==> config.mk <==
export PLATFORM = sky130hd
export DESIGN_NAME = wave_pixel_writer
export DESIGN_NICKNAME = d
export VERILOG_FILES = /design/src/rtl/wave_fb_pkg.sv /design/src/rtl/wave_pixel_fifo.sv /design/src/rtl/wave_pixel_writer.sv
export SDC_FILE = /design/constraint.sdc
export NUM_CORES = 1
export LEC_CHECK = 0
export BUFFER_PORTS_ARGS = -buffer_cell sky130_fd_sc_hd__buf_2
export CAP_MARGIN = 25
export CORE_MARGIN = 3
export CORE_UTILIZATION = 25
export CTS_CLUSTER_DIAMETER = 200
export DETAILED_ROUTE_END_ITERATION = 8
export GPL_ROUTABILITY_DRIVEN = 1
export SLEW_MARGIN = 20
export SYNTH_ARGS = -nofsm -noshare
export SYNTH_HDL_FRONTEND = slang
export SYNTH_HIERARCHICAL = 1
export SYNTH_SLANG_ARGS = --single-unit
==> constraint.sdc <==
create_clock -name clk -period 5.1 [get_ports clk]
set_input_delay 1.02 -clock clk [delete_from_list [all_inputs] [get_ports clk]]
set_output_delay 1.02 -clock clk [all_outputs]
set_load 0.03 [all_outputs]
==> src/rtl/wave_fb_pkg.sv <==
// Shared types and constants for the waveform framebuffer writer.
// Holds the screen geometry, the FSM state type, the FIFO entry layout and the address helper.
package wave_fb_pkg;

    localparam int H_RES_DEF = 640;
    localparam int V_RES_DEF = 480;
    localparam int FB_ADDR_W = 19;
    localparam int FB_PIXELS = H_RES_DEF * V_RES_DEF;
    localparam int COORD_W   = 11;

    typedef enum logic [1:0] {
        IDLE,
        CLEAR_WAIT,
        CLEAR
    } wr_state_t;

    typedef struct packed {
        logic [FB_ADDR_W-1:0] addr;
        logic                 data;
    } fb_entry_t;

    // Row-major linear address; all terms are widened to 19 bits before the multiply.
    function automatic logic [FB_ADDR_W-1:0] pixel_addr(
        input logic [COORD_W-1:0] x,
        input logic [COORD_W-1:0] y,
        input int                 h_res
    );
        return FB_ADDR_W'(y) * FB_ADDR_W'(h_res) + FB_ADDR_W'(x);
    endfunction

endpackage

==> src/rtl/wave_pixel_fifo.sv <==
// Synchronous show-ahead FIFO: dout always presents the oldest entry.
// A push into a full FIFO only lands when a pop happens on the same edge.
module wave_pixel_fifo #(
    parameter int DATA_W = 20,
    parameter int DEPTH  = 16
) (
    input  logic                   clk,
    input  logic                   reset,
    input  logic                   flush,
    input  logic                   push,
    input  logic                   pop,
    input  logic [DATA_W-1:0]      din,
    output logic [DATA_W-1:0]      dout,
    output logic                   full,
    output logic                   empty,
    output logic [$clog2(DEPTH):0] level
);

    localparam int AW = $clog2(DEPTH);
    localparam logic [AW:0] FULL_LVL = (AW+1)'(DEPTH);

    logic [DATA_W-1:0] mem [DEPTH];
    logic [AW-1:0]     rd_ptr;
    logic [AW-1:0]     wr_ptr;
    logic [AW:0]       count;
    logic              push_ok;
    logic              pop_ok;

    assign empty   = (count == '0);
    assign full    = (count == FULL_LVL);
    assign pop_ok  = pop && !empty;
    assign push_ok = push && (!full || pop_ok);
    assign dout    = mem[rd_ptr];
    assign level   = count;

    always_ff @(posedge clk) begin
        if (push_ok) begin
            mem[wr_ptr] <= din;
        end
    end

    always_ff @(posedge clk) begin
        if (reset || flush) begin
            rd_ptr <= '0;
            wr_ptr <= '0;
            count  <= '0;
        end else begin
            if (push_ok) begin
                wr_ptr <= wr_ptr + 1'b1;
            end
            if (pop_ok) begin
                rd_ptr <= rd_ptr + 1'b1;
            end
            case ({push_ok, pop_ok})
                2'b10:   count <= count + 1'b1;
                2'b01:   count <= count - 1'b1;
                default: ;
            endcase
        end
    end

endmodule

==> src/rtl/wave_pixel_writer.sv <==
// Turns the line drawer's free-running (x, y, colour) stream into framebuffer writes,
// with a full-frame clear engine sharing the same valid/ready write port.
module wave_pixel_writer
    import wave_fb_pkg::*;
#(
    parameter int H_RES      = H_RES_DEF,
    parameter int V_RES      = V_RES_DEF,
    parameter int FIFO_DEPTH = 16
) (
    input  logic                        clk,
    input  logic                        reset,
    input  logic [COORD_W-1:0]          x_in,
    input  logic [COORD_W-1:0]          y_in,
    input  logic                        pixel_color_in,
    input  logic                        clear_req,
    input  logic                        fb_ready,
    output logic                        fb_wr,
    output logic [FB_ADDR_W-1:0]        fb_addr,
    output logic                        fb_data,
    output logic                        clear_busy,
    output logic                        overflow,
    output logic [$clog2(FIFO_DEPTH):0] fifo_level
);

    localparam logic [COORD_W-1:0]   X_LIM     = COORD_W'(H_RES);
    localparam logic [COORD_W-1:0]   Y_LIM     = COORD_W'(V_RES);
    localparam logic [FB_ADDR_W-1:0] LAST_ADDR = FB_ADDR_W'(H_RES * V_RES - 1);

    wr_state_t            state;
    wr_state_t            state_next;
    logic [COORD_W-1:0]   x_p0;
    logic [COORD_W-1:0]   y_p0;
    logic                 c_p0;
    logic                 prev_valid;
    logic                 vld_p0;
    logic                 tuple_new;
    logic                 on_screen;
    logic                 capture;
    logic                 clearing;
    logic                 wr_valid;
    logic                 transfer;
    logic                 push;
    logic                 pop;
    logic                 flush;
    logic                 last_clear;
    logic                 fifo_full;
    logic                 fifo_empty;
    logic                 ovf;
    logic [FB_ADDR_W-1:0] clr_addr;
    fb_entry_t            push_entry;
    fb_entry_t            head;

    assign tuple_new  = !prev_valid || (x_in != x_p0) || (y_in != y_p0) || (pixel_color_in != c_p0);
    assign on_screen  = (x_in < X_LIM) && (y_in < Y_LIM);
    assign capture    = (state == IDLE) && tuple_new;
    assign clearing   = (state == CLEAR);
    assign wr_valid   = clearing || !fifo_empty;
    assign transfer   = wr_valid && fb_ready;
    assign pop        = transfer && !clearing;
    assign push       = vld_p0 && !clearing;
    assign last_clear = clearing && transfer && (clr_addr == LAST_ADDR);

    // Stage 0: the captured tuple doubles as the last-seen tuple for change detection.
    always_ff @(posedge clk) begin
        if (capture) begin
            x_p0 <= x_in;
            y_p0 <= y_in;
            c_p0 <= pixel_color_in;
        end
    end

    // Stage 1: address formed from the captured tuple and pushed on the following edge.
    assign push_entry.addr = pixel_addr(x_p0, y_p0, H_RES);
    assign push_entry.data = c_p0;

    wave_pixel_fifo #(
        .DATA_W ($bits(fb_entry_t)),
        .DEPTH  (FIFO_DEPTH)
    ) u_fifo (
        .clk    (clk),
        .reset  (reset),
        .flush  (flush),
        .push   (push),
        .pop    (pop),
        .din    (push_entry),
        .dout   (head),
        .full   (fifo_full),
        .empty  (fifo_empty),
        .level  (fifo_level)
    );

    always_ff @(posedge clk) begin
        if (reset) begin
            state <= IDLE;
        end else begin
            state <= state_next;
        end
    end

    always_comb begin
        state_next = state;
        flush      = 1'b0;
        case (state)
            IDLE: begin
                if (clear_req) begin
                    state_next = CLEAR_WAIT;
                end
            end
            CLEAR_WAIT: begin
                // Let a presented write finish so the handshake is never withdrawn.
                if (!wr_valid || transfer) begin
                    state_next = CLEAR;
                    flush      = 1'b1;
                end
            end
            CLEAR: begin
                if (last_clear) begin
                    state_next = IDLE;
                end
            end
            default: state_next = IDLE;
        endcase
    end

    always_ff @(posedge clk) begin
        if (reset) begin
            vld_p0     <= 1'b0;
            prev_valid <= 1'b0;
            ovf        <= 1'b0;
            clr_addr   <= '0;
        end else begin
            vld_p0 <= capture && on_screen;
            if (capture) begin
                prev_valid <= 1'b1;
            end else if (last_clear) begin
                prev_valid <= 1'b0;
            end
            if (flush) begin
                ovf <= 1'b0;
            end else if (push && fifo_full && !pop) begin
                ovf <= 1'b1;
            end
            if (flush) begin
                clr_addr <= '0;
            end else if (clearing && transfer) begin
                clr_addr <= clr_addr + 1'b1;
            end
        end
    end

    assign fb_wr      = wr_valid;
    assign fb_addr    = clearing ? clr_addr : (fifo_empty ? '0 : head.addr);
    assign fb_data    = !clearing && !fifo_empty && head.data;
    assign clear_busy = (state != IDLE);
    assign overflow   = ovf;

endmodule

==> Flow_metrics.wiki, run 1 <==
{| class="wikitable"
! Metric !! Value
|-
| Power Internal || 5.68 mW
|-
| Maximum capacitance violations || 0
|-
| Total number of yosys warnings || 6
|-
| Layout cell share with drive strength beyond 1 || about a quarter
|-
| Maximum vdd ir drop || 0.230 mV
|-
| Worst-case clock buffer depth || 3
|-
| Routed vias/inst || 4.62
|-
| Global Route Usage Sum || 11.4%
|-
| Register area share after synthesis || 68.9%
|-
| I/O Buffers || 54
|-
| Endpoint of the worst setup timing path || fb_addr[4]
|-
| Maximum operating frequency || 246 MHz
|-
| Switching Power || 1.81 mW
|-
| Clock group share of total power || 39.8%
|-
| Mean area per synthesized cell || 16.9 µm²
|-
| Clock tree from TritonCTS || built
|-
| Latest clock arrival within the worst-skew pair || 0.56 ns
|-
| Finished Layout Cells || 1929
|-
| Result of the run || completed
|-
| Number of cells upsized or downsized after cts || 0
|-
| Number of max-slew violations in the final report || 0
|-
| Worst-Margin Slew || 0.997 ns
|-
| Width of the die || 260 µm
|-
| Critical path capture point type || output port
|-
| Ratio of final minimum period to clock period || 79.8%
|-
| WP data required || about 4.1 ns
|-
| Number of design-rule violations left by the first detailed-router iteration || 727
|-
| Sequential share of power || 50.5%
|-
| Number of optimization iterations in the first detailed-route pass || 5
|-
| Post-route antenna net violation count || 0
|-
| Post-Synthesis Net Count || between 1000 and 1500
|-
| Net count reported at finish || 1111
|-
| Number of different library cells in the post-synthesis netlist || 59
|-
| Gate Count Post-Synth || 957
|-
| Minimum hold slack || 0.518 ns
|-
| Cell taking the most area after synthesis || sky130_fd_sc_hd__edfxtp_1
|-
| Fraction of met3 tracks used by global routing || under 10%
|-
| Drc violations || 0
|-
| I/O pin count || 55
|-
| CTS Root Buffer Type || sky130_fd_sc_hd__clkbuf_16
|-
| Synth top area cells || sky130_fd_sc_hd__edfxtp_1 64%, sky130_fd_sc_hd__mux4_2 11%, sky130_fd_sc_hd__dfxtp_1 5.1%, sky130_fd_sc_hd__ha_1 2.3%, sky130_fd_sc_hd__a22oi_1 1.9%
|-
| Combinational fraction of design power || 9.7%
|-
| Type of element launching the critical path || register
|-
| Endpoint of the most critical register-to-register path || u_fifo/mem[14][1]
|-
| Most frequent cell after synthesis || sky130_fd_sc_hd__edfxtp_1
|-
| RSZ-0062 raised after global routing || no
|-
| Total Die Area || 67600 µm²
|-
| Met2 global-route usage || between 15 and 20%
|-
| Core Footprint || roughly 63000 µm²
|-
| Power per Cell Area || 392 nW/µm²
|-
| Final WL || 38.6 mm
|-
| Site row count || 92
|-
| Final count of hold timing violations || 0
|-
| Pin count of the biggest net entering global routing || 43
|-
| CTS clk-pin slew, worst paths || 0.06 ns
|-
| Number of failing setup endpoints in the final timing report || 0
|-
| Number of antenna violations at the first check in global routing || 2
|-
| Post-synth top flop || sky130_fd_sc_hd__edfxtp_1
|-
| Post-CTS setup buffers || 0
|-
| Worst-path fanout max || 26
|-
| Switching share of total power || 24.1%
|-
| GPL Wtd Cong || 0.776
|-
| Remaining max-slew budget at the tightest pin || 33.2%
|-
| Antenna fix cells || 0
|-
| Number of enable flip-flop cells after synthesis || 343
|-
| Arrival @ worst endpoint || 3.05 ns
|-
| Leading cell types by count after synthesis || 343 x sky130_fd_sc_hd__edfxtp_1, 80 x sky130_fd_sc_hd__mux4_2, 57 x sky130_fd_sc_hd__nand2_1
|-
| Detailed-placement wirelength estimate || 25.3 mm
|-
| Cell area after synthesis || about 16000 µm²
|-
| Wire length of the first global-routing pass || 58.1 mm
|-
| Shortest clock period the worst path allows after layout || 4.07 ns
|-
| TNS Setup || 0 ns
|-
| LEAKAGE || 6.15 nW
|-
| Number of cells on the worst reg-to-reg path || 10
|-
| Total global routing overflow || 0
|-
| Height of the chip || 260 µm
|-
| Launch point of the worst reg-to-reg path || u_fifo/level[1]
|-
| Worst Hold Path Cells || 2
|-
| Count of hold-fix buffers inserted at cts || 0
|-
| Via count of the first global-routing pass || ~9000
|-
| Layer with the highest usage || met2
|-
| Post-synthesis sequential element count || 384
|-
| Fraction of post-synthesis cell area in the top cell type by area || 63.8%
|-
| Worst hold-check path type || register to register
|-
| Critical setup path kind || register to output port
|-
| R2R Setup Slk || roughly 1.4 ns
|-
| Worst setup slack after layout || around 1 ns
|-
| Setup slack at placement || 1.21 ns
|-
| Proportion of synthesized flip-flops having asynchronous set or reset || 0%
|-
| H-tree levels || 2
|-
| CTS Buf Count || 40
|-
| Setup Skew || 0.0238 ns
|-
| Starting density of the core || 25.4%
|-
| Placed cells || 1854
|-
| Via Count || 8909
|-
| Clock sink total || about 380
|-
| Post-synthesis to final-layout area growth || 18.2%
|-
| Met1 Usage GRT || 16.4%
|-
| Routed WL per cell || 20.0 µm
|}
stage by stage:
| stage | instance area [µm²] | utilization [%] | power (mW) |
|---|---|---|---|
| 2_1_floorplan | 16100 | - | 4.24 |
| 3_3_place_gp | 17700 | 27.8 | 4.54 |
| 3_5_place_dp | 17700 | 27.9 | 4.56 |
| 4_1_cts | 19100 | 30.0 | 7.54 |
| 5_1_grt | 19100 | 30.1 | 7.77 |
| 6_report | 19100 | 30.1 | 7.48 |
cell usage in the layout (no fill, tap or decap), types with 11 or more instances in the layout:
cell type	Yosys	final
sky130_fd_sc_hd__edfxtp_1	343	343
sky130_fd_sc_hd__mux4_2	80	80
sky130_fd_sc_hd__nand2_1	57	57
sky130_fd_sc_hd__buf_2	8	54
sky130_fd_sc_hd__nor2_1	51	46
sky130_fd_sc_hd__clkbuf_16	0	40
sky130_fd_sc_hd__a22oi_1	40	40
sky130_fd_sc_hd__dfxtp_1	41	39
sky130_fd_sc_hd__buf_4	1	35
sky130_fd_sc_hd__ha_1	30	30
sky130_fd_sc_hd__xor2_1	29	29
sky130_fd_sc_hd__xnor2_1	28	25
sky130_fd_sc_hd__nand2b_1	23	23
sky130_fd_sc_hd__o21ai_0	22	22
sky130_fd_sc_hd__inv_1	21	21
sky130_fd_sc_hd__nand3_1	17	17
sky130_fd_sc_hd__a21oi_1	13	13
sky130_fd_sc_hd__nand4_1	11	11
cell families (layout without fill, tap and decap cells):
logic type               Yosys count  in the layout  share of synthesized area [%]
flip-flops                       384            384                           68.9
AND/OR/NAND/NOR                  223            223                           7.21
AO/OA/AOI/OAI                    112            112                           4.99
multiplexers                      86             86                           11.5
buffers and inverters             62            188                           1.53
XOR/XNOR                          57             57                           3.09
adder cells (fa/ha/maj)           33             33                           2.70
final cells by class:
| cell class | count | area [µm²] |
|---|---|---|
| Clock inverter | 26 | 304 |
| Multi-Input combinational cell | 511 | 4850 |
| Inverter | 21 | 78.8 |
| Timing Repair Buffer | 93 | 603 |
| Fill cell | 6217 | 44400 |
| Tap cell | 846 | 1060 |
| Sequential cell | 384 | 11100 |
| Clock buffer | 48 | 1040 |
state kept, by name, summed over array words and instances, names as in the netlist, named ones only:
signal         flops
prev_valid         1
u_fifo/mem       320
overflow           1
vld_p0             1
y_p0              11
u_fifo/wr_ptr      4
u_fifo/level       5
x_p0              11
state              2
clr_addr          19
u_fifo/rd_ptr      4
c_p0               1
worst max-delay path, cell delays in order, from the launching register on:
cell and delay, ns:
sky130_fd_sc_hd__dfxtp_4 0.60, sky130_fd_sc_hd__buf_12 0.30, sky130_fd_sc_hd__mux4_2 0.54, sky130_fd_sc_hd__a22oi_1 0.39
sky130_fd_sc_hd__nand2_1 0.20, sky130_fd_sc_hd__nand2b_1 0.14, sky130_fd_sc_hd__o21ai_0 0.09, sky130_fd_sc_hd__buf_2 0.20
routing by layer:
metal	vias to the layer above	part of all wire, %
met5	-	0.034
met4	2	2.0
met3	55	7.4
met2	262	44
met1	4624	47
li1	3966	-
power by group through the flow:
stage	registers (mW)	clock network (mW)	logic, mW
after floorplan	3.83	0	0.408
after global placement	3.85	0	0.690
after detailed placement	3.85	0	0.711
after CTS	3.78	3.05	0.714
after global routing	3.79	3.19	0.797
final	3.78	2.98	0.723
worst min-delay path by stage:
stage	slack [ns]	end	from
3_3_place_gp	0.47	prev_valid	prev_valid
6_report	0.52	u_fifo/rd_ptr[3]	u_fifo/rd_ptr[3]
4_1_cts	0.52	clr_addr[1]	clr_addr[1]
5_1_grt	0.54	u_fifo/rd_ptr[3]	u_fifo/rd_ptr[3]
2_1_floorplan	0.45	state[0]	state[1]
3_5_place_dp	0.51	state[0]	state[1]
Note: power is estimated with default switching activity, not from simulation.
==> run 2: changes to the inputs <==
--- a/config.mk
+++ b/config.mk
@@ -5,6 +5,7 @@
 export SDC_FILE = /design/constraint.sdc
 export NUM_CORES = 1
 export LEC_CHECK = 0
+export ABC_AREA = 1
 export BUFFER_PORTS_ARGS = -buffer_cell sky130_fd_sc_hd__buf_2
 export CAP_MARGIN = 25
 export CORE_MARGIN = 3
==> constraint.sdc (replaced) <==
create_clock -name clk -period 4.05 [get_ports clk]
set_input_delay 0.81 -clock clk [delete_from_list [all_inputs] [get_ports clk]]
set_output_delay 0.81 -clock clk [all_outputs]
set_load 0.03 [all_outputs]
==> run 2 against run 1 <==
Flip-flop and latch count stayed put. Hold slack got worse by 0.078 ns. Combinational power up 36%. Power increased by 27%. Non-clock buffer count is 2 higher. Worst setup slack got worse by 0.62 ns. Routed wire length increased by 7.1%. Critical path depth is 2 higher. Clock power rose by 26%. Global-route usage down 0.16 points. First-iteration DRC count rose by 19%. Sequential power rose by 26%.
==> Flow_metrics.wiki, run 2 <==
{| class="wikitable"
! Metric !! Value
|-
| Result of the run || completed (unchanged)
|-
| LEAKAGE || 7.38 nW (was 6.15 nW)
|-
| Critical path cell sequence || buf_12 > nand2_1 > o211ai_1 > nand3_1 > nand3_1 > nand2_1 > nand3_1 > o21ai_0 > buf_2 (was buf_12 > mux4_2 > a22oi_1 > nand2_1 > nand2b_1 > o21ai_0 > buf_2)
|-
| Total global routing overflow || 0 (unchanged)
|-
| Via Count || 11700 (was 8909)
|-
| Detailed-placement wirelength estimate || 26.3 mm (was 25.3 mm)
|-
| Endpoint of the most critical register-to-register path || u_fifo/mem[9][19] (was u_fifo/mem[14][1])
|-
| Type of element launching the critical path || register (unchanged)
|-
| Setup slack at placement || 0.432 ns (was 1.21 ns)
|-
| Highest-count cells in the layout ignoring fill and taps || 343 x sky130_fd_sc_hd__edfxtp_1, 247 x sky130_fd_sc_hd__inv_1, 233 x sky130_fd_sc_hd__nand2_1 (was 343 x sky130_fd_sc_hd__edfxtp_1, 80 x sky130_fd_sc_hd__mux4_2, 57 x sky130_fd_sc_hd__nand2_1)
|-
| Finished Layout Cells || 2638 (was 1929)
|-
| CTS clk-pin slew, worst paths || 0.06 ns (about the same)
|-
| Site row count || 95 (was 92)
|-
| Width of the die || 269 µm (was 260 µm)
|-
| Total cell area at the placement stage || 18800 µm² (was 17700 µm²)
|-
| Total power after layout || 9.51 mW (was 7.48 mW)
|-
| Critical path capture point type || output port (unchanged)
|-
| Post-Synthesis Net Count || 1680 (was 1017)
|-
| Crit path max-delay cell type || sky130_fd_sc_hd__dfxtp_4 (unchanged)
|-
| I/O pin count || 55 (unchanged)
|-
| Maximum vdd ir drop || 0.341 mV (was 0.230 mV)
|-
| Max stage delay on crit path || 0.63 ns (was 0.60 ns)
|-
| Top cell by count, worst path || sky130_fd_sc_hd__nand3_1
|-
| Shortest clock period the worst path allows after layout || 3.64 ns
|-
| Final WL || 41.4 mm (was 38.6 mm)
|-
| Number of cells on the worst reg-to-reg path || 13 (was 10)
|-
| Arrival @ worst endpoint || 2.83 ns (was 3.05 ns)
|-
| Power per Cell Area || 472 nW/µm² (was 392 nW/µm²)
|-
| Number of design-rule violations left by the first detailed-router iteration || 864 (was 727)
|-
| Worst-Margin Slew || 0.966 ns (was 0.997 ns)
|-
| Placed cells || 2562 (was 1854)
|-
| Pin count of the biggest net entering global routing || 124 (was 43)
|-
| Antenna fix cells || 0 (unchanged)
|-
| Share of the core filled with cells || 29.6% (was 30.1%)
|-
| Largest registers || u_fifo/mem: 320 flops, clr_addr: 19 flops (unchanged)
|-
| H-tree levels || 2 (unchanged)
|-
| CTS Buf Count || 42 (was 40)
|-
| Flip-flop count of the largest register, all copies and words added || 320 (unchanged)
|-
| GPL Wtd Cong || 0.829 (was 0.776)
|-
| Register area share after synthesis || 64.1% (was 68.9%)
|-
| Largest register by flop count || u_fifo/mem (unchanged)
|-
| Minimum hold slack || 0.440 ns (was 0.518 ns)
|-
| Cell area after layout || 20100 µm² (was 19100 µm²)
|-
| Worst setup slack after layout || 0.411 ns (was 1.03 ns)
|-
| Number of optimization iterations in the first detailed-route pass || 5 (unchanged)
|-
| Count of hold-fix buffers inserted at cts || 0 (unchanged)
|-
| Total Die Area || 72600 µm² (was 67600 µm²)
|-
| Gate Count Post-Synth || 1620 (was 957)
|-
| Worst-path fanout max || 123 (was 26)
|-
| Drc violations || 0 (unchanged)
|-
| WP data required || 3.24 ns (was 4.08 ns)
|-
| Maximum capacitance violations || 0 (unchanged)
|-
| Cell taking the most area after synthesis || sky130_fd_sc_hd__edfxtp_1 (unchanged)
|-
| Number of enable flip-flop cells after synthesis || 343 (unchanged)
|-
| Total number of yosys warnings || 6 (unchanged)
|-
| Starting density of the core || 25.5% (was 25.4%)
|-
| Worst Hold Path Cells || 1 (was 2)
|-
| Routed WL per cell || 15.7 µm (was 20.0 µm)
|-
| RSZ-0062 raised after global routing || no (unchanged)
|-
| Number of antenna violations at the first check in global routing || 0 (was 2)
|-
| Number of failing setup endpoints in the final timing report || 0 (unchanged)
|-
| Clock tree from TritonCTS || built (unchanged)
|-
| I/O Buffers || 54 (unchanged)
|-
| Maximum operating frequency || 275 MHz
|-
| Via count of the first global-routing pass || 11300 (was 9034)
|-
| Most frequent cell after synthesis || sky130_fd_sc_hd__edfxtp_1 (unchanged)
|-
| TNS Setup || 0 ns (unchanged)
|-
| Worst hold-check path type || primary input to register (was register to register)
|-
| Net count reported at finish || 1745 (was 1111)
|-
| CTS Root Buffer Type || sky130_fd_sc_hd__clkbuf_16 (unchanged)
|-
| Remaining max-slew budget at the tightest pin || 35.5% (was 33.2%)
|-
| Post-CTS setup buffers || 0 (unchanged)
|-
| Ratio of final minimum period to clock period || around nine tenths
|-
| Critical setup path kind || register to output port (unchanged)
|-
| Post-route antenna net violation count || 0 (unchanged)
|-
| Leading cell types by count after synthesis || 343 x sky130_fd_sc_hd__edfxtp_1, 247 x sky130_fd_sc_hd__inv_1, 233 x sky130_fd_sc_hd__nand2_1 (was 343 x sky130_fd_sc_hd__edfxtp_1, 80 x sky130_fd_sc_hd__mux4_2, 57 x sky130_fd_sc_hd__nand2_1)
|-
| Synth top area cells || sky130_fd_sc_hd__edfxtp_1 59%, sky130_fd_sc_hd__inv_1 5.3%, sky130_fd_sc_hd__nand2_1 5.0%, sky130_fd_sc_hd__nand3_1 4.9%, sky130_fd_sc_hd__dfxtp_1 4.7% (was sky130_fd_sc_hd__edfxtp_1 64%, sky130_fd_sc_hd__mux4_2 11%, sky130_fd_sc_hd__dfxtp_1 5.1%, sky130_fd_sc_hd__ha_1 2.3%, sky130_fd_sc_hd__a22oi_1 1.9%)
|-
| Global Route Usage Sum || 11.3% (was 11.4%)
|-
| Height of the chip || 269 µm (was 260 µm)
|-
| Fraction of post-synthesis cell area in the top cell type by area || 59.4% (was 63.8%)
|-
| Clock sink total || 384 (unchanged)
|-
| Setup Skew || 0.0149 ns (was 0.0238 ns)
|-
| Most common library cell in the layout ignoring fill and taps || sky130_fd_sc_hd__edfxtp_1 (unchanged)
|-
| Post-synthesis sequential element count || 384 (unchanged)
|-
| Launch point of the worst reg-to-reg path || y_p0[1] (was u_fifo/level[1])
|-
| Final count of hold timing violations || 0 (unchanged)
|-
| Endpoint, Worst Hold || x_p0[3] (was u_fifo/rd_ptr[3])
|-
| Latest clock arrival within the worst-skew pair || 0.56 ns (about the same)
|-
| Post-synthesis to final-layout area growth || 16.1% (was 18.2%)
|-
| Layout cell share with drive strength beyond 1 || 11.8% (was 24.7%)
|-
| Number of different library cells in the post-synthesis netlist || 42 (was 59)
|-
| Routed vias/inst || 4.45 (was 4.62)
|-
| Cell area after synthesis || 17400 µm² (was 16100 µm²)
|-
| Proportion of synthesized flip-flops having asynchronous set or reset || 0% (unchanged)
|-
| Wire length of the first global-routing pass || 65.3 mm (was 58.1 mm)
|-
| R2R Setup Slk || 0.55 ns (was 1.40 ns)
|-
| Core Footprint || 68000 µm² (was 63400 µm²)
|-
| Post-synth top flop || sky130_fd_sc_hd__edfxtp_1 (unchanged)
|-
| Mean area per synthesized cell || 10.7 µm² (was 16.9 µm²)
|-
| Worst-case clock buffer depth || 3 (unchanged)
|-
| Number of cells upsized or downsized after cts || 0 (unchanged)
|-
| Number of max-slew violations in the final report || 0 (unchanged)
|-
| Hold path start || x_in[3] (was u_fifo/rd_ptr[3])
|}
-- run 2: changes by cell type in the layout (fill, tap and decap cells not counted), sizes merged, moves of 40 or more --
cell | before | now
inv | 24 | 259
nand2 | 57 | 241
a21oi | 14 | 106
o211ai | 6 | 80
nor2 | 51 | 93
nand3 | 17 | 173
a22oi | 40 | 0
mux4 | 80 | 0
o21ai | 29 | 123
-- run 2: cell families (layout without fill, tap and decap cells) --
kind of cell / after synthesis / in the layout / synth area share (%)
DFF: 384 / 384 / 64.1
and+or+nand+nor: 536 / 536 / 13.9
AOI/OAI and AO/OA: 314 / 314 / 10.3
adders and majority gates: 33 / 33 / 2.51
xor gates and xnor gates: 23 / 23 / 1.20
buffers and inverters: 330 / 427 / 8.01
-- run 2: layout make-up --
type | count | area [µm²]
clock buffers | 55 | 1170
inverters | 256 | 961
repair buffers | 95 | 666
multi-input cells | 906 | 4890
flip-flops and latches | 384 | 11100
well taps | 921 | 1150
clock inverters | 21 | 175
fillers | 6967 | 47800
-- run 2: report_power, final --
| part | leakage [nW] | switching, mW | internal [mW] | total (mW) |
|---|---|---|---|---|
| logic | 3.28 | 0.721 | 0.264 | 0.985 |
| registers | 3.44 | 0.0685 | 4.70 | 4.77 |
| clock network | 0.657 | 1.52 | 2.23 | 3.75 |
| total | 7.38 | 2.31 | 7.20 | 9.51 |
-- run 2: how the worst max path moves through the flow --
stage                             end  cells past startpoint
floorplan           u_fifo/mem[0][17]                     11
global placement    u_fifo/mem[5][17]                     11
detailed placement  u_fifo/mem[5][17]                     11
CTS                        fb_addr[8]                      8
global route              fb_addr[10]                      9
finish                    fb_addr[10]                      9
-- run 2: critical path: cells and delay by family, from the launching register on --
kind | cells | cell delay (ns)
simple gates | 5 | 0.68
compound gates | 2 | 0.24
flops | 1 | 0.63
buf+inv | 2 | 0.67
-- run 2: routing by layer --
metal / track usage [%] / wire length, µm / share of wire (%)
met3: 1.97 / 2280 / 5.5
met5: 0 / 0 / 0
met1: 14.9 / 18100 / 44
met2: 19.1 / 19900 / 48
met4: 3.15 / 1040 / 2.5
==> run 3: changes to the inputs <==
--- a/config.mk
+++ b/config.mk
@@ -13,6 +13,7 @@
 export CTS_CLUSTER_DIAMETER = 200
 export DETAILED_ROUTE_END_ITERATION = 8
 export GPL_ROUTABILITY_DRIVEN = 1
+export RECOVER_POWER = 25
 export SLEW_MARGIN = 20
 export SYNTH_ARGS = -nofsm -noshare
 export SYNTH_HDL_FRONTEND = slang
==> constraint.sdc (replaced) <==
create_clock -name clk -period 3.42 [get_ports clk]
set_input_delay 0.684 -clock clk [delete_from_list [all_inputs] [get_ports clk]]
set_output_delay 0.684 -clock clk [all_outputs]
set_load 0.03 [all_outputs]
==> run 3 against run 2 <==
Hold slack got worse by 0.090 ns. Cell count increased by 0.72%. Clock skew decreased by 0.0033 ns. First-iteration DRC count increased by 18%. Final area increased by 0.81%. Flip-flop and latch count unchanged. Combinational power increased by 18%. Highest routed layer unchanged. Die area unchanged. Core utilization increased by 0.24 points.
==> Flow_metrics.wiki, run 3 (synthesized netlist as in run 2, its figures left out) <==
{| class="wikitable"
! Metric !! Value
|-
| WP data required || 2.74 ns (was 3.24 ns)
|-
| Worst-path fanout max || 23 (was 123)
|-
| Most common library cell in the layout ignoring fill and taps || sky130_fd_sc_hd__edfxtp_1 (unchanged)
|-
| Maximum vdd ir drop || 0.403 mV (was 0.341 mV)
|-
| Remaining max-slew budget at the tightest pin || 37.0% (was 35.5%)
|-
| Site row count || 95 (unchanged)
|-
| CTS Root Buffer Type || sky130_fd_sc_hd__clkbuf_16 (unchanged)
|-
| RSZ-0062 raised after global routing || no (unchanged)
|-
| I/O pin count || 55 (unchanged)
|-
| Total Die Area || 72600 µm² (unchanged)
|-
| Endpoint, Worst Hold || x_p0[3] (unchanged)
|-
| Starting density of the core || 25.5% (unchanged)
|-
| Post-route antenna net violation count || 0 (unchanged)
|-
| Antenna fix cells || 0 (unchanged)
|-
| Ratio of final minimum period to clock period || about 95%
|-
| Result of the run || completed (unchanged)
|-
| Launch point of the worst reg-to-reg path || y_p0[1] (unchanged)
|-
| Height of the chip || 269 µm (unchanged)
|-
| Critical path cell sequence || buf_4 > o211ai_1 > nand3_1 > nand3_1 > nand2_1 > nand3_1 > o21ai_0 > buf_2 (was buf_12 > nand2_1 > o211ai_1 > nand3_1 > nand3_1 > nand2_1 > nand3_1 > o21ai_0 > buf_2)
|-
| Worst-case clock buffer depth || 3 (unchanged)
|-
| LEAKAGE || 7.43 nW (was 7.38 nW)
|-
| Type of element launching the critical path || register (unchanged)
|-
| Critical path capture point type || output port (unchanged)
|-
| Clock sink total || 384 (unchanged)
|-
| CTS clk-pin slew, worst paths || 0.06 ns (about the same)
|-
| Number of optimization iterations in the first detailed-route pass || 5 (unchanged)
|-
| Critical setup path kind || register to output port (unchanged)
|-
| Layout cell share with drive strength beyond 1 || 11.5% (was 11.8%)
|-
| Maximum capacitance violations || 0 (unchanged)
|-
| Total cell area at the placement stage || 18900 µm² (was 18800 µm²)
|-
| Width of the die || 269 µm (unchanged)
|-
| Hold path start || x_in[3] (unchanged)
|-
| I/O Buffers || 54 (unchanged)
|-
| Number of max-slew violations in the final report || 0 (unchanged)
|-
| Max stage delay on crit path || 0.62 ns (was 0.63 ns)
|-
| Global Route Usage Sum || 11.5% (was 11.3%)
|-
| R2R Setup Slk || 0.41 ns (was 0.55 ns)
|-
| CTS Buf Count || 42 (unchanged)
|-
| Via Count || 11900 (was 11700)
|-
| Worst hold-check path type || primary input to register (unchanged)
|-
| Largest register by flop count || u_fifo/mem (unchanged)
|-
| Worst-Margin Slew || 0.943 ns (was 0.966 ns)
|-
| Via count of the first global-routing pass || 11400 (was 11300)
|-
| Core Footprint || 68000 µm² (unchanged)
|-
| Post-synthesis to final-layout area growth || 17.0% (was 16.1%)
|-
| Routed vias/inst || 4.47 (was 4.45)
|-
| Number of failing setup endpoints in the final timing report || 0 (unchanged)
|-
| H-tree levels || 2 (unchanged)
|-
| Routed WL per cell || 16.2 µm (was 15.7 µm)
|-
| Number of antenna violations at the first check in global routing || 0 (unchanged)
|-
| Highest-count cells in the layout ignoring fill and taps || 343 x sky130_fd_sc_hd__edfxtp_1, 249 x sky130_fd_sc_hd__inv_1, 234 x sky130_fd_sc_hd__nand2_1 (was 343 x sky130_fd_sc_hd__edfxtp_1, 247 x sky130_fd_sc_hd__inv_1, 233 x sky130_fd_sc_hd__nand2_1)
|-
| Arrival @ worst endpoint || 2.56 ns (was 2.83 ns)
|-
| Number of cells on the worst reg-to-reg path || 13 (unchanged)
|-
| Wire length of the first global-routing pass || 66.4 mm (was 65.3 mm)
|-
| Total global routing overflow || 0 (unchanged)
|-
| Count of hold-fix buffers inserted at cts || 0 (unchanged)
|-
| Final count of hold timing violations || 0 (unchanged)
|-
| Net count reported at finish || 1765 (was 1745)
|-
| Detailed-placement wirelength estimate || 27.4 mm (was 26.3 mm)
|-
| Power per Cell Area || 559 nW/µm² (was 472 nW/µm²)
|-
| Clock tree from TritonCTS || built (unchanged)
|-
| Number of design-rule violations left by the first detailed-router iteration || 1020 (was 864)
|-
| Drc violations || 0 (unchanged)
|-
| Maximum operating frequency || just over 300 MHz
|-
| Share of the core filled with cells || 29.9% (was 29.6%)
|-
| Top cell by count, worst path || sky130_fd_sc_hd__nand3_1 (unchanged)
|-
| Pin count of the biggest net entering global routing || 58 (was 124)
|-
| Shortest clock period the worst path allows after layout || 3.24 ns
|-
| Final WL || 43.0 mm (was 41.4 mm)
|-
| Largest registers || u_fifo/mem: 320 flops, clr_addr: 19 flops (unchanged)
|-
| Flip-flop count of the largest register, all copies and words added || 320 (unchanged)
|-
| Endpoint of the most critical register-to-register path || u_fifo/mem[9][19] (unchanged)
|-
| Setup Skew || 0.0116 ns (was 0.0149 ns)
|-
| GPL Wtd Cong || 0.824 (was 0.829)
|-
| Cell area after layout || 20300 µm² (was 20100 µm²)
|-
| Crit path max-delay cell type || sky130_fd_sc_hd__dfxtp_4 (unchanged)
|-
| Latest clock arrival within the worst-skew pair || 0.54 ns (was 0.56 ns)
|-
| Worst Hold Path Cells || 1 (unchanged)
|}
[run 3: cell types whose count changed in the layout (fill, tap and decap cells not counted), sizes merged]
cell    delta
clkbuf    +22
buf        -9
bufinv     +3
inv        -1
clkinv     +4
[run 3: report_power, final]
group	switching (mW)	total [mW]	internal [mW]	leakage (nW)
registers	0.0764	5.64	5.57	3.44
clock network	1.80	4.55	2.75	0.690
logic	0.840	1.16	0.319	3.30
total	2.72	11.4	8.63	7.43
[run 3: what timing repair did]
item	CTS	global route
resized for setup	1	2
pin swaps	0	0
endpoints found under the setup margin	2	18
setup buffers	2	1
[run 3: metal layers]
layer | part of all wire [%] | global-route usage, % | vias to the layer above
met5 | 0 | 0 | -
met4 | 2.6 | 3.44 | 0
met3 | 6.1 | 1.80 | 81
met2 | 48 | 19.3 | 319
met1 | 44 | 15.4 | 5728
li1 | - | - | 5746
[run 3: worst max-delay path by stage]
| stage | startpoint | end | slack (ns) | cells after the start |
|---|---|---|---|---|
| CTS | y_p0[1] | u_fifo/mem[11][19] | 0.11 | 13 |
| finish | register | fb_addr[10] | 0.18 | 8 |
| floorplan | y_p0[1] | u_fifo/mem[0][17] | 0.42 | 11 |
| global placement | y_p0[1] | u_fifo/mem[12][17] | -0.003 | 11 |
| global route | register | fb_addr[12] | 0.02 | 8 |
| detailed placement | y_p0[1] | u_fifo/mem[9][19] | 0.10 | 13 |
[run 3: cell type report]
| cell class | count | area, µm² |
|---|---|---|
| Tap cell | 921 | 1150 |
| Clock inverter | 27 | 285 |
| Sequential cell | 384 | 11100 |
| Inverter | 256 | 961 |
| Fill cell | 7041 | 47700 |
| Timing Repair Buffer | 115 | 816 |
| Clock buffer | 48 | 1090 |
| Multi-Input combinational cell | 906 | 4870 |
[run 3: per-stage QoR]
stage	std cells	hold slack [ns]	power, mW	setup WS (ns)	TNS (ns)
final	2657	0.350	11.4	0.176	0
after floorplan	1620	0.435	6.41	0.416	0
after detailed placement	2579	0.452	6.92	0.102	0
after global placement	2578	0.451	6.88	-0.00265	-0.0368
after global routing	2657	0.358	11.8	0.0189	0
after CTS	2656	0.319	11.5	0.109	0
[run 3: critical path, delay by kind of cell, from the launching register on]
family | cells | cell delay [ns]
DFF | 1 | 0.62
buffers and inverters | 2 | 0.62
and+or+nand+nor | 4 | 0.47
AOI/OAI and AO/OA | 2 | 0.30
